$ cat config.mk
export PLATFORM = sky130hd
export DESIGN_NAME = fetch_decode_buffer
export DESIGN_NICKNAME = d
export VERILOG_FILES = /design/src/rtl/fetch_decode_buffer.sv
export SDC_FILE = /design/constraint.sdc
export NUM_CORES = 1
export LEC_CHECK = 0
export CORE_ASPECT_RATIO = 1.4
export CORE_UTILIZATION = 51
export DETAILED_ROUTE_END_ITERATION = 10
export PLACE_DENSITY = 0.88
export SETUP_SLACK_MARGIN = 0.2
export SLEW_MARGIN = 25
export SYNTH_ARGS = -nofsm -noshare
export SYNTH_HDL_FRONTEND = slang
export SYNTH_SLANG_ARGS = --single-unit
$ cat constraint.sdc
create_clock -name clk -period 10.6 [get_ports clk]
set_input_delay 2.12 -clock clk [delete_from_list [all_inputs] [get_ports clk]]
set_output_delay 2.12 -clock clk [all_outputs]
set_load 0.01 [all_outputs]
$ cat src/rtl/fetch_decode_buffer.sv
// Two-entry elastic buffer between fetch and decode. It holds {instr, pc_next}
// pairs, stops accepting fetches after a HALT, and drops everything on flush.
module fetch_decode_buffer #(
  parameter logic [15:0] NOP_WORD = 16'h0800,
  parameter logic [4:0]  HALT_OPC = 5'b00000
) (
  input  logic        clk,
  input  logic        rst,
  input  logic        if_valid,
  input  logic [15:0] if_instr,
  input  logic [15:0] if_pc_next,
  output logic        if_ready,
  output logic        id_valid,
  output logic [15:0] id_instr,
  output logic [15:0] id_pc_next,
  input  logic        id_ready,
  input  logic        flush,
  output logic        halted,
  output logic [1:0]  count
);

  typedef struct packed {
    logic [15:0] instr;
    logic [15:0] pc_next;
  } entry_t;

  localparam logic [1:0] COUNT_FULL = 2'd2;

  entry_t     mem_q [2];
  entry_t     head;
  logic [1:0] count_q, count_d;
  logic       rd_ptr_q, rd_ptr_d;
  logic       wr_ptr_q, wr_ptr_d;
  logic       halted_q, halted_d;
  logic       push, pop;

  // if_ready depends only on state, so fetch never sees a combinational loop
  // through the decode handshake.
  assign if_ready = (count_q != COUNT_FULL) && !halted_q;
  assign id_valid = (count_q != 2'd0);

  assign push = if_valid && if_ready && !flush;
  assign pop  = id_valid && id_ready && !flush;

  assign head       = mem_q[rd_ptr_q];
  assign id_instr   = id_valid ? head.instr   : NOP_WORD;
  assign id_pc_next = id_valid ? head.pc_next : 16'h0000;
  assign halted     = halted_q;
  assign count      = count_q;

  // NOTE: every signal written here gets a default first, so no path leaves a
  // value unassigned and no latch is inferred.
  always_comb begin
    count_d  = count_q;
    rd_ptr_d = rd_ptr_q;
    wr_ptr_d = wr_ptr_q;
    halted_d = halted_q;
    if (flush) begin
      count_d  = 2'd0;
      rd_ptr_d = 1'b0;
      wr_ptr_d = 1'b0;
      halted_d = 1'b0;
    end else begin
      if (push) wr_ptr_d = ~wr_ptr_q;
      if (pop)  rd_ptr_d = ~rd_ptr_q;
      unique case ({push, pop})
        2'b10:   count_d = count_q + 2'd1;
        2'b01:   count_d = count_q - 2'd1;
        default: count_d = count_q;
      endcase
      // The HALT itself is stored and delivered; only later fetches are refused.
      if (push && (if_instr[15:11] == HALT_OPC)) halted_d = 1'b1;
    end
  end

  // NOTE: state registers use non-blocking assignments so every flop samples
  // the pre-edge values regardless of block ordering.
  always_ff @(posedge clk or negedge rst) begin
    if (!rst) begin
      count_q  <= 2'd0;
      rd_ptr_q <= 1'b0;
      wr_ptr_q <= 1'b0;
      halted_q <= 1'b0;
    end else begin
      count_q  <= count_d;
      rd_ptr_q <= rd_ptr_d;
      wr_ptr_q <= wr_ptr_d;
      halted_q <= halted_d;
    end
  end

  // NOTE: the data array has no reset; id_valid masks stale contents, so
  // clearing it would only add reset fan-out.
  always_ff @(posedge clk) begin
    if (push) mem_q[wr_ptr_q] <= '{instr: if_instr, pc_next: if_pc_next};
  end

endmodule

# Yosys cells after proc, flatten, opt, wreduce, memory -nomap -nowiden
# Memories as Yosys holds them, arrays and structs flattened.
# Index checks and enable logic that the tools add are counted.
dict set report totals {
  regBits 5
  ram_bits 64
  in_bits 37
  output_inout_bits 37
  n_memories 1
}
dict set report classes {
  n_addsub 2
  n_eq_ne 3
  n_mux 12
  bitwise_logic 2
  reduce_logical 14
}
# name words word_bits read_ports rd_clocked_by_memory_dff wr line
set memory_table {}
lappend memory_table {mem_q 2 32 1 0 1 29} ;# entry_t mem_q [2];
# op count
set op_table {}
lappend op_table {{$mux W16} 2}
lappend op_table {{$mux W1} 8}
lappend op_table {{$reduce_bool A2 Y1} 4}
lappend op_table {{$logic_and A1 B1 Y1} 6}
lappend op_table {{$logic_not A5 Y1} 1}
lappend op_table {{$pmux W2 S2} 1}
lappend op_table {{$reduce_bool A3 Y1} 1}
lappend op_table {{$add A2 B1 Y2 const B} 1}
lappend op_table {{$eq A2 B1 Y1 const B} 1}
lappend op_table {{$eq A2 B2 Y1 const B} 1}
lappend op_table {{$logic_not A1 Y1} 2}
lappend op_table {{$mux W2} 1}
lappend op_table {{$ne A2 B2 Y1 const B} 1}
lappend op_table {{$not A1 Y1} 2}
lappend op_table {{$sub A2 B1 Y2 const B} 1}

# Longest topological paths before layout
# Gate-level depths: netlist of run 1.
dict set report logic_depth {
  depth_word 7
  depth_mapped 4
  ltp_nobuf 3
}

# Worst setup path before layout of run 1
# OpenSTA, ideal clock, no wires.
dict set report synth_timing {
  path_kind {in2reg}
  startpoint {input port if_valid}
  endpoint {memory mem_q[1][0] in the netlist's numbering, enable pin}
  setup_time_ns 0.512
  t_arrival_ns 5.622
  required_ns 10.088
  setup_slack_ns 4.466
  cell_stages 2
  cell_sequence {nand2b_1 -> nor4b_1}
}
dict set report synth_between {
  elab_chain_cells 4
}
# element line
set synth_lines {}
lappend synth_lines {{start, declared} 9} ;# input logic if_valid,
lappend synth_lines {{$logic_and A1 B1 Y1 (2 in series)} 42} ;# assign push = if_valid && if_ready && !flush;
lappend synth_lines {{$mux W1} 95} ;# if (push) mem_q[wr_ptr_q] <= '{instr: if_instr, pc_next: if_pc_next};
lappend synth_lines {{$mux W1 (implied by the code)} 95}
lappend synth_lines {{end, declared} 29}
# Every way passes these cells.

# Final worst setup path of run 1
dict set report layout_timing {
  startpoint {register rd_ptr_q}
  endpoint {output port id_instr[13]}
}
dict set report layout_between {
  elab_chain_cells 2
}
# element line
set layout_lines {}
lappend layout_lines {{start, declared} 32} ;# logic rd_ptr_q, rd_ptr_d;
lappend layout_lines {{start signal, assigned} 86} ;# rd_ptr_q <= rd_ptr_d;
lappend layout_lines {{$mem_v2 Z2 W32} -}
lappend layout_lines {{$mux W16} 46} ;# assign id_instr = id_valid ? head.instr : NOP_WORD;
lappend layout_lines {{end, declared} 14} ;# output logic [15:0] id_instr,
# Every way passes these cells.

==> impl_metrics.py, run 1 <==
metrics = {
    "status": {
        "status": "finished clean",
    },
    "clock_network": {
        "htreeDepth": 3,
        "cts_setup_buffers": 0,
        "cts_sinks": 69,
        "clock_latency_ps": 330,
        "cts_resized": 0,
        "cts.root.buffer_cell": "clkbuf_8",
        "cts_buffers": 9,
        "tritoncts": "yes",
        "cts_buffer_depth": 2,
        "hold_buffers": 0,
        "cts.clk_slew.worst_paths_ps": 70,
    },
    "die": {
        "die_w_um": 63.25,
        "fp.coreArea_mm2": 0.004955,
        "placementRows": 30,
        "initial_utilization": 0.5407,
        "ios": 74,
        "die_area_mm2": 0.005551,
        "die_h_um": 87.76,
    },
    "synthesis": {
        "synth_top_area_share": 0.7174,
        "syn_avg_cell_area_um2": 16.04,
        "syn_area_mm2": 0.002679,
        "synth.distinct_cells": 23,
        "synth_area_leaders": "edfxtp_1, mux2i_1, nor2_1, dfrtp_1, clkbuf_1",
        "synth-seq-cells": 69,
        "yosysSeqAreaShare": 0.7641,
        "synthCells": 167,
        "synth_area_leader_cell": "edfxtp_1",
        "synth_warnings": 0,
        "synth_nets": 204,
    },
    "route": {
        "maxUsedRoutingLayer": "met4",
        "ant_nets": 0,
        "dr_wl_met2_um": 2700,
        "detailedRoute.firstPassIterationCount": 4,
        "drt_iter0_drc": 99,
        "wl_per_cell_um": 15.50,
        "wl_um": 4881,
        "routed-via-count": 1635,
        "remaining_drc_errors": 0,
        "met1_length_um": 1843,
        "wl_met3_um": 209,
        "routed_via_density": 5.190,
    },
    "power": {
        "power_density_mw_per_mm2": 159.1,
        "leakage_nw": 1.226,
        "ir_worst_vdd_mv": 0.1269,
    },
    "placed_design": {
        "gp_congestion": 0.7324,
        "hpwl_um": 3156,
        "port_buffers": 73,
    },
    "grt": {
        "gr-total-overflow": 0,
        "grt_usage": 0.1951,
        "grt_max_degree": 34,
        "grt_pass1_vias": 1635,
        "antenna_found_initial": 0,
        "grt_pass1_wl_um": 7624,
    },
    "sta": {
        "fin_skew_ps": 3.876,
        "setup_viol": 0,
        "fmax_ghz": 0.2312,
        "timing.setup.tns_ps": 0,
        "hold_viol": 0,
        "slew-limit-headroom": 0.3725,
        "rsz0062_at_grt": "false",
        "finalMaxSlewViolations": 0,
        "period_share": 0.4080,
        "period_minus_slack_ps": 4325,
        "worst_pin_slew_ps": 941.2,
    },
    "finish": {
        "fill_cells": 343,
        "antenna_cells": 0,
        "final_common_cell": "clkdlybuf4s50_1",
        "final_util": 0.7419,
        "multiInputGateArea_um2": 605.6,
        "layout_common_cells": "clkdlybuf4s50_1, edfxtp_1, nor2_1",
        "drive_gt1_frac": 0.07570,
        "areaGrowthSynthToFinish_pct": 37.23,
        "nets": 283,
        "regArea_mm2": 0.002048,
    },
    "worst_setup_path": {
        "cp.arrival_ps": 2200,
        "critPathMaxFanout": 33,
        "endpoint_kind": "primary output",
        "cp.required_ps": 8480,
        "crit_type": "register to primary output",
        "critPathLaunchType": "register",
    },
    "min_path": {
        "hp-class": "register to register",
    },
    "flow_run": {
        "drv_cap": 0,
    },
}
==> area by class of cell <==
type / count / area share
multi-input combinational: 88 / 0.1647
clock inverter: 6 / 0.01464
tap: 64 / 0.02178
clock buffer: 10 / 0.03472
inverter: 2 / 0.002042
timing repair buffer: 76 / 0.2049
sequential: 69 / 0.5572
==> cells by family after synthesis <==
kind of cell	after synthesis	synth area share
XOR/XNOR	1	0.003270
multiplexers	32	0.1196
AND/OR/NAND/NOR	46	0.07754
buffers and inverters	10	0.01541
flip-flops	69	0.7641
AO/OA/AOI/OAI	9	0.02009
==> layer usage <==
metal	GRT usage	vias up
met5	0	-
met4	0.1219	0
met3	0.06510	11
met2	0.3382	51
met1	0.2046	797
li1	-	776
==> power by group <==
part	internal, W	switching, W
Clock	0.000106	0.0000870
Combinational	0.0000431	0.0000313
Sequential	0.000309	0.00000872
Total	0.000458	0.000127
==> critical path, stage by stage (launching register included) <==
cell and delay [ps]:
dfrtp_2 990, mux2i_1 210, nor2_1 130, clkdlybuf4s50_1 540
==> metrics by stage <==
step	setup WS (ps)	total power (W)	instances	hold WS, ps	cell area (um^2)
after floorplan	4466	0.0003541	167	528.7	2679
after global placement	6610	0.0003964	299	565.5	3495
after detailed placement	6591	0.0003987	299	575.4	3495
after CTS	6211	0.0005931	315	583.8	3676
after global routing	6083	0.0006099	315	602.7	3676
final	6275	0.0005850	315	584.3	3676
==> registers in the layout, summed over array words and instances, names as in the netlist <==
name      count
wr_ptr_q      1
mem_q        64
halted        1
rd_ptr_q      1
count         2
==> path summary, 6_finish.rpt <==
kind / startpoint / endpoint / slack [ps] / depth (start not counted)
setup reg to reg: count[1] / mem_q[1][18] / 8840 / 3
min in group asynchronous: rst / count[0] / 2010 / 1
hold reg to reg: halted / halted / 580 / 2
hold / removal: halted / halted / 580 / 2
setup / recovery: rd_ptr_q / id_instr[13] / 6280 / 3
max in group asynchronous: rst / rd_ptr_q / 8370 / 1
==> cell usage after synthesis (all sizes together) <==
cell type  instances
nor2b              2
or3                1
nor4               1
a22oi              1
nand2b             1
nand3b             1
nand2              2
nor4b              1
or4                2
nor4bb             1
o211ai             1
a31oi              1
nor2              34
buf                3
o21bai             1
o21ai              2
dfrtp              5
a21oi              3
xor2               1
mux2i             32
clkbuf             5
inv                2
edfxtp            64
Power figures use the tool's default switching activity.
==> run 2, diff against run 1 <==
--- a/config.mk
+++ b/config.mk
@@ -6,9 +6,9 @@
 export NUM_CORES = 1
 export LEC_CHECK = 0
 export CORE_ASPECT_RATIO = 1.4
-export CORE_UTILIZATION = 51
+export CORE_UTILIZATION = 47
 export DETAILED_ROUTE_END_ITERATION = 10
-export PLACE_DENSITY = 0.88
+export PLACE_DENSITY = 0.82
 export SETUP_SLACK_MARGIN = 0.2
 export SLEW_MARGIN = 25
 export SYNTH_ARGS = -nofsm -noshare
==> constraint.sdc (replaced) <==
create_clock -name clk -period 4.2 [get_ports clk]
set_input_delay 0.84 -clock clk [delete_from_list [all_inputs] [get_ports clk]]
set_output_delay 0.84 -clock clk [all_outputs]
set_load 0.01 [all_outputs]
==> impl_metrics.py, run 2 (synthesis gave the netlist of run 1 again) <==
metrics = {
    "clock_network": {
        "cts_buffers": 9,
        "cts.clk_slew.worst_paths_ps": 70,
        "tritoncts": "yes",
        "cts_resized": 0,
        "cts_buffer_depth": 2,
        "cts_setup_buffers": 0,
        "cts_sinks": 69,
        "clock_latency_ps": 340,
        "cts.root.buffer_cell": "clkbuf_8",
        "htreeDepth": 3,
        "hold_buffers": 0,
    },
    "power": {
        "power_density_mw_per_mm2": 406.1,
        "leakage_nw": 1.236,
        "power_w": 0.001510,
        "p_sw_w": 0.0003449,
        "p_comb_frac": 0.125,
        "p_clk_frac": 0.344,
        "p_int_w": 0.001165,
        "switching_share": 0.2284,
        "seqPwrFrac": 0.531,
        "ir_worst_vdd_mv": 0.2975,
    },
    "finish": {
        "final_cells": 319,
        "layout_common_cells": "clkdlybuf4s50_1, edfxtp_1, nor2_1",
        "fill_cells": 384,
        "regArea_mm2": 0.002048,
        "antenna_cells": 0,
        "largest_register_ff_count": 64,
        "drive_gt1_frac": 0.09163,
        "nets": 283,
        "final_common_cell": "clkdlybuf4s50_1",
        "areaGrowthSynthToFinish_pct": 38.77,
        "largest_register": "mem_q",
        "multiInputGateArea_um2": 623.1,
    },
    "worst_setup_path": {
        "path_cells": "nor2_2, buf_4, inv_1, nand2_1, clkdlybuf4s50_1",
        "path_buf_inv": 3,
        "crit_family": "buffers and inverters",
        "critPathLaunchType": "register",
        "endpoint_kind": "primary output",
        "cp_slowest_cell": "clkdlybuf4s50_1",
        "crit_type": "register to primary output",
        "critical-path-max-stage-delay_ps": 530,
        "critPathMaxFanout": 18,
        "cp.required_ps": 3360,
        "cp.arrival_ps": 2320,
    },
    "sta": {
        "fmax_ghz": 0.3168,
        "finalMaxSlewViolations": 0,
        "period_minus_slack_ps": 3157,
        "setup_viol": 0,
        "fin_skew_ps": 6.966,
        "postLayoutSetupSlackWorst_ps": 1043,
        "hold_viol": 0,
        "worst_pin_slew_ps": 919.7,
        "timing.setup.tns_ps": 0,
        "rsz0062_at_grt": "false",
        "period_share": 0.7516,
        "slew-limit-headroom": 0.3869,
        "hold_slack_ps": 604.2,
    },
    "route": {
        "dr_wl_met2_um": 2666,
        "detailedRoute.firstPassIterationCount": 4,
        "wl_met3_um": 321,
        "wl_per_cell_um": 15.32,
        "met1_length_um": 1795,
        "remaining_drc_errors": 0,
        "wl_um": 4887,
        "maxUsedRoutingLayer": "met4",
        "ant_nets": 0,
        "routed-via-count": 1604,
        "routed_via_density": 5.028,
        "drt_iter0_drc": 81,
    },
    "min_path": {
        "hp-class": "register to register",
    },
    "die": {
        "die_h_um": 91.33,
        "die_w_um": 65.81,
        "placementRows": 32,
        "fp.coreArea_mm2": 0.005485,
        "initial_utilization": 0.4884,
        "ios": 74,
        "die_area_mm2": 0.006010,
    },
    "placed_design": {
        "dp_cells": 303,
        "port_buffers": 73,
        "hpwl_um": 3267,
        "dp_slack_ps": 1393,
        "gp_congestion": 0.7383,
    },
    "grt": {
        "antenna_found_initial": 0,
        "gr-total-overflow": 0,
        "grt_usage": 0.1821,
        "grt_max_degree": 34,
        "grt_pass1_vias": 1634,
        "grt_pass1_wl_um": 7652,
    },
    "status": {
        "status": "finished clean",
    },
    "flow_run": {
        "drv_cap": 0,
    },
}
## run 2: worst register-to-register path, cell delays in order, from the launching register on
cell	delay [ps]
dfrtp_1	440
nand2b_1	310
nor4b_4	260
buf_4	420
## run 2: cell type report
| cell class | instances | area share |
|---|---|---|
| Multi-Input combinational cell | 88 | 0.1676 |
| Inverter | 2 | 0.002020 |
| Timing Repair Buffer | 76 | 0.2026 |
| Clock buffer | 9 | 0.03332 |
| Sequential cell | 69 | 0.5510 |
| Clock inverter | 7 | 0.02053 |
| Tap cell | 68 | 0.02289 |
## run 2: through the flow
stage,area [um^2],util
2_1_floorplan,2691,-
3_3_place_gp,3517,0.6412
3_5_place_dp,3517,0.6412
4_1_cts,3717,0.6777
5_1_grt,3717,0.6777
6_report,3717,0.6777
## run 2: final timing paths
path | cells past startpoint | slack (ps) | start | endpoint
setup / recovery | 5 | 1040 | count[0] | id_instr[11]
hold / removal | 2 | 600 | halted | halted
setup reg to reg | 3 | 2420 | halted | mem_q[1][21]
hold reg to reg | 2 | 600 | halted | halted
max in group asynchronous | 1 | 3260 | rst | rd_ptr_q
min in group asynchronous | 1 | 720 | rst | wr_ptr_q
## run 2: metal layers
metal / track usage / up-vias
met5: 0 / -
met4: 0.08696 / 0
met3: 0.07789 / 8
met2: 0.3078 / 44
met1: 0.1877 / 769
li1: - / 783
## run 2: power by group through the flow
| stage | clock network, W | logic [W] | registers (W) |
|---|---|---|---|
| floorplan | 0 | 0.0000904 | 0.000803 |
| global placement | 0 | 0.000186 | 0.000816 |
| detailed placement | 0 | 0.000190 | 0.000818 |
| CTS | 0.000533 | 0.000191 | 0.000803 |
| global route | 0.000562 | 0.000203 | 0.000805 |
| finish | 0.000519 | 0.000189 | 0.000802 |
==> run 3, diff against run 2 <==
==> constraint.sdc (replaced) <==
create_clock -name clk -period 3 [get_ports clk]
set_input_delay 0.6 -clock clk [delete_from_list [all_inputs] [get_ports clk]]
set_output_delay 0.6 -clock clk [all_outputs]
set_load 0.01 [all_outputs]
==> impl_metrics.py, run 3 (synthesis gave the netlist of run 1 again) <==
metrics = {
    "sta": {
        "period_minus_slack_ps": 2610,
        "slew-limit-headroom": 0.5193,
        "worst_pin_slew_ps": 719.5,
        "setup_viol": 0,
        "hold_viol": 0,
        "hold_slack_ps": 493.3,
        "period_share": 0.8699,
        "timing.setup.tns_ps": 0,
        "rsz0062_at_grt": "false",
        "finalMaxSlewViolations": 0,
        "fin_skew_ps": 10.62,
        "fmax_ghz": 0.3832,
    },
    "die": {
        "die_h_um": 91.33,
        "initial_utilization": 0.4884,
        "placementRows": 32,
        "fp.coreArea_mm2": 0.005485,
        "die_area_mm2": 0.006010,
        "die_w_um": 65.81,
        "ios": 74,
    },
    "clock_network": {
        "tritoncts": "yes",
        "htreeDepth": 3,
        "cts_buffer_depth": 2,
        "cts.clk_slew.worst_paths_ps": 80,
        "cts_buffers": 9,
        "cts_sinks": 69,
        "hold_buffers": 0,
        "clock_latency_ps": 330,
        "cts_setup_buffers": 0,
        "cts.root.buffer_cell": "clkbuf_8",
        "cts_resized": 0,
    },
    "finish": {
        "drive_gt1_frac": 0.1024,
        "largest_register": "mem_q",
        "nets": 286,
        "areaGrowthSynthToFinish_pct": 39.51,
        "regArea_mm2": 0.002051,
        "multiInputGateArea_um2": 628.1,
        "fill_cells": 382,
        "antenna_cells": 0,
        "layout_common_cells": "clkdlybuf4s50_1, edfxtp_1, nor2_1",
        "fin_area_mm2": 0.003737,
        "largest_register_ff_count": 64,
        "final_common_cell": "clkdlybuf4s50_1",
    },
    "worst_setup_path": {
        "crit_type": "register to primary output",
        "cp.required_ps": 2400,
        "cp.arrival_ps": 2010,
        "endpoint_kind": "primary output",
        "critPathLaunchType": "register",
        "critPathMaxFanout": 14,
    },
    "route": {
        "ant_nets": 0,
        "routed-via-count": 1612,
        "detailedRoute.firstPassIterationCount": 4,
        "wl_per_cell_um": 15.28,
        "wl_um": 4919,
        "drt_iter0_drc": 72,
        "routed_via_density": 5.006,
        "remaining_drc_errors": 0,
    },
    "grt": {
        "grt_pass1_wl_um": 7990,
        "antenna_found_initial": 0,
        "grt_pass1_vias": 1665,
        "grt_usage": 0.1890,
        "gr-total-overflow": 0,
        "grt_max_degree": 33,
    },
    "flow_run": {
        "drv_cap": 0,
    },
    "status": {
        "status": "finished clean",
    },
    "placed_design": {
        "hpwl_um": 3350,
        "gp_congestion": 0.6795,
        "port_buffers": 73,
        "place_area_mm2": 0.003540,
    },
    "power": {
        "ir_worst_vdd_mv": 0.3795,
        "leakage_nw": 1.256,
        "power_density_mw_per_mm2": 562.7,
    },
    "min_path": {
        "hp-class": "input port to asynchronous set/reset pin",
    },
}
-- run 3: cell types whose count changed in the layout (fill, tap and decap cells not counted) --
cell | before | now
buf_4 | 3 | 6
clkinv_2 | 1 | 4
clkinv_4 | 3 | 1
clkinvlp_4 | 2 | 1
dfrtp_2 | 1 | 0
dfrtp_4 | 0 | 1
nor2_2 | 1 | 0
nor2_4 | 0 | 1
-- run 3: cell type report --
cell class / count / share of cell area
clock inverter: 7 / 0.01774
multi-input combinational: 88 / 0.1681
clock buffer: 9 / 0.03314
inverter: 2 / 0.002009
tap: 68 / 0.02277
sequential: 69 / 0.5487
timing repair buffer: 79 / 0.2076
-- run 3: worst paths after layout --
| path | from | end | slack, ps | cells after the start |
|---|---|---|---|---|
| worst min register to register | halted | halted | 600 | 2 |
| min in group clk | halted | halted | 600 | 2 |
| worst min-delay path | rst | rd_ptr_q | 490 | 1 |
| worst max register to register | count[1] | mem_q[1][19] | 1200 | 3 |
| max in group asynchronous | rst | rd_ptr_q | 2280 | 1 |
| worst max-delay path | rd_ptr_q | id_pc_next[12] | 390 | 4 |
-- run 3: critical path: stages, from the launching register on --
cell and delay (ps):
dfrtp_4 580, buf_4 290, mux2i_1 260, nor2_1 60
clkdlybuf4s50_1 470
-- run 3: routing by layer --
layer	wire length, um	GRT usage
met5	0	0
met4	76	0.1051
met3	190	0.05653
met2	2762	0.3223
met1	1890	0.2016
-- run 3: per-stage QoR --
step	setup WS, ps	std cells	util	total power [W]
CTS	278.8	322	0.6800	0.002124
global route	211.0	322	0.6813	0.002189
floorplan	623.2	167	-	0.001253
global placement	685.8	306	0.6453	0.001410
detailed placement	647.0	306	0.6453	0.001417
finish	390.3	322	0.6813	0.002103
-- run 3: where the power goes --
group	total (W)	internal [W]	leakage (nW)	switching, W
Sequential	0.00111	0.00109	0.652	0.0000208
Clock	0.000708	0.000379	0.0987	0.000329
Combinational	0.000282	0.000158	0.505	0.000124
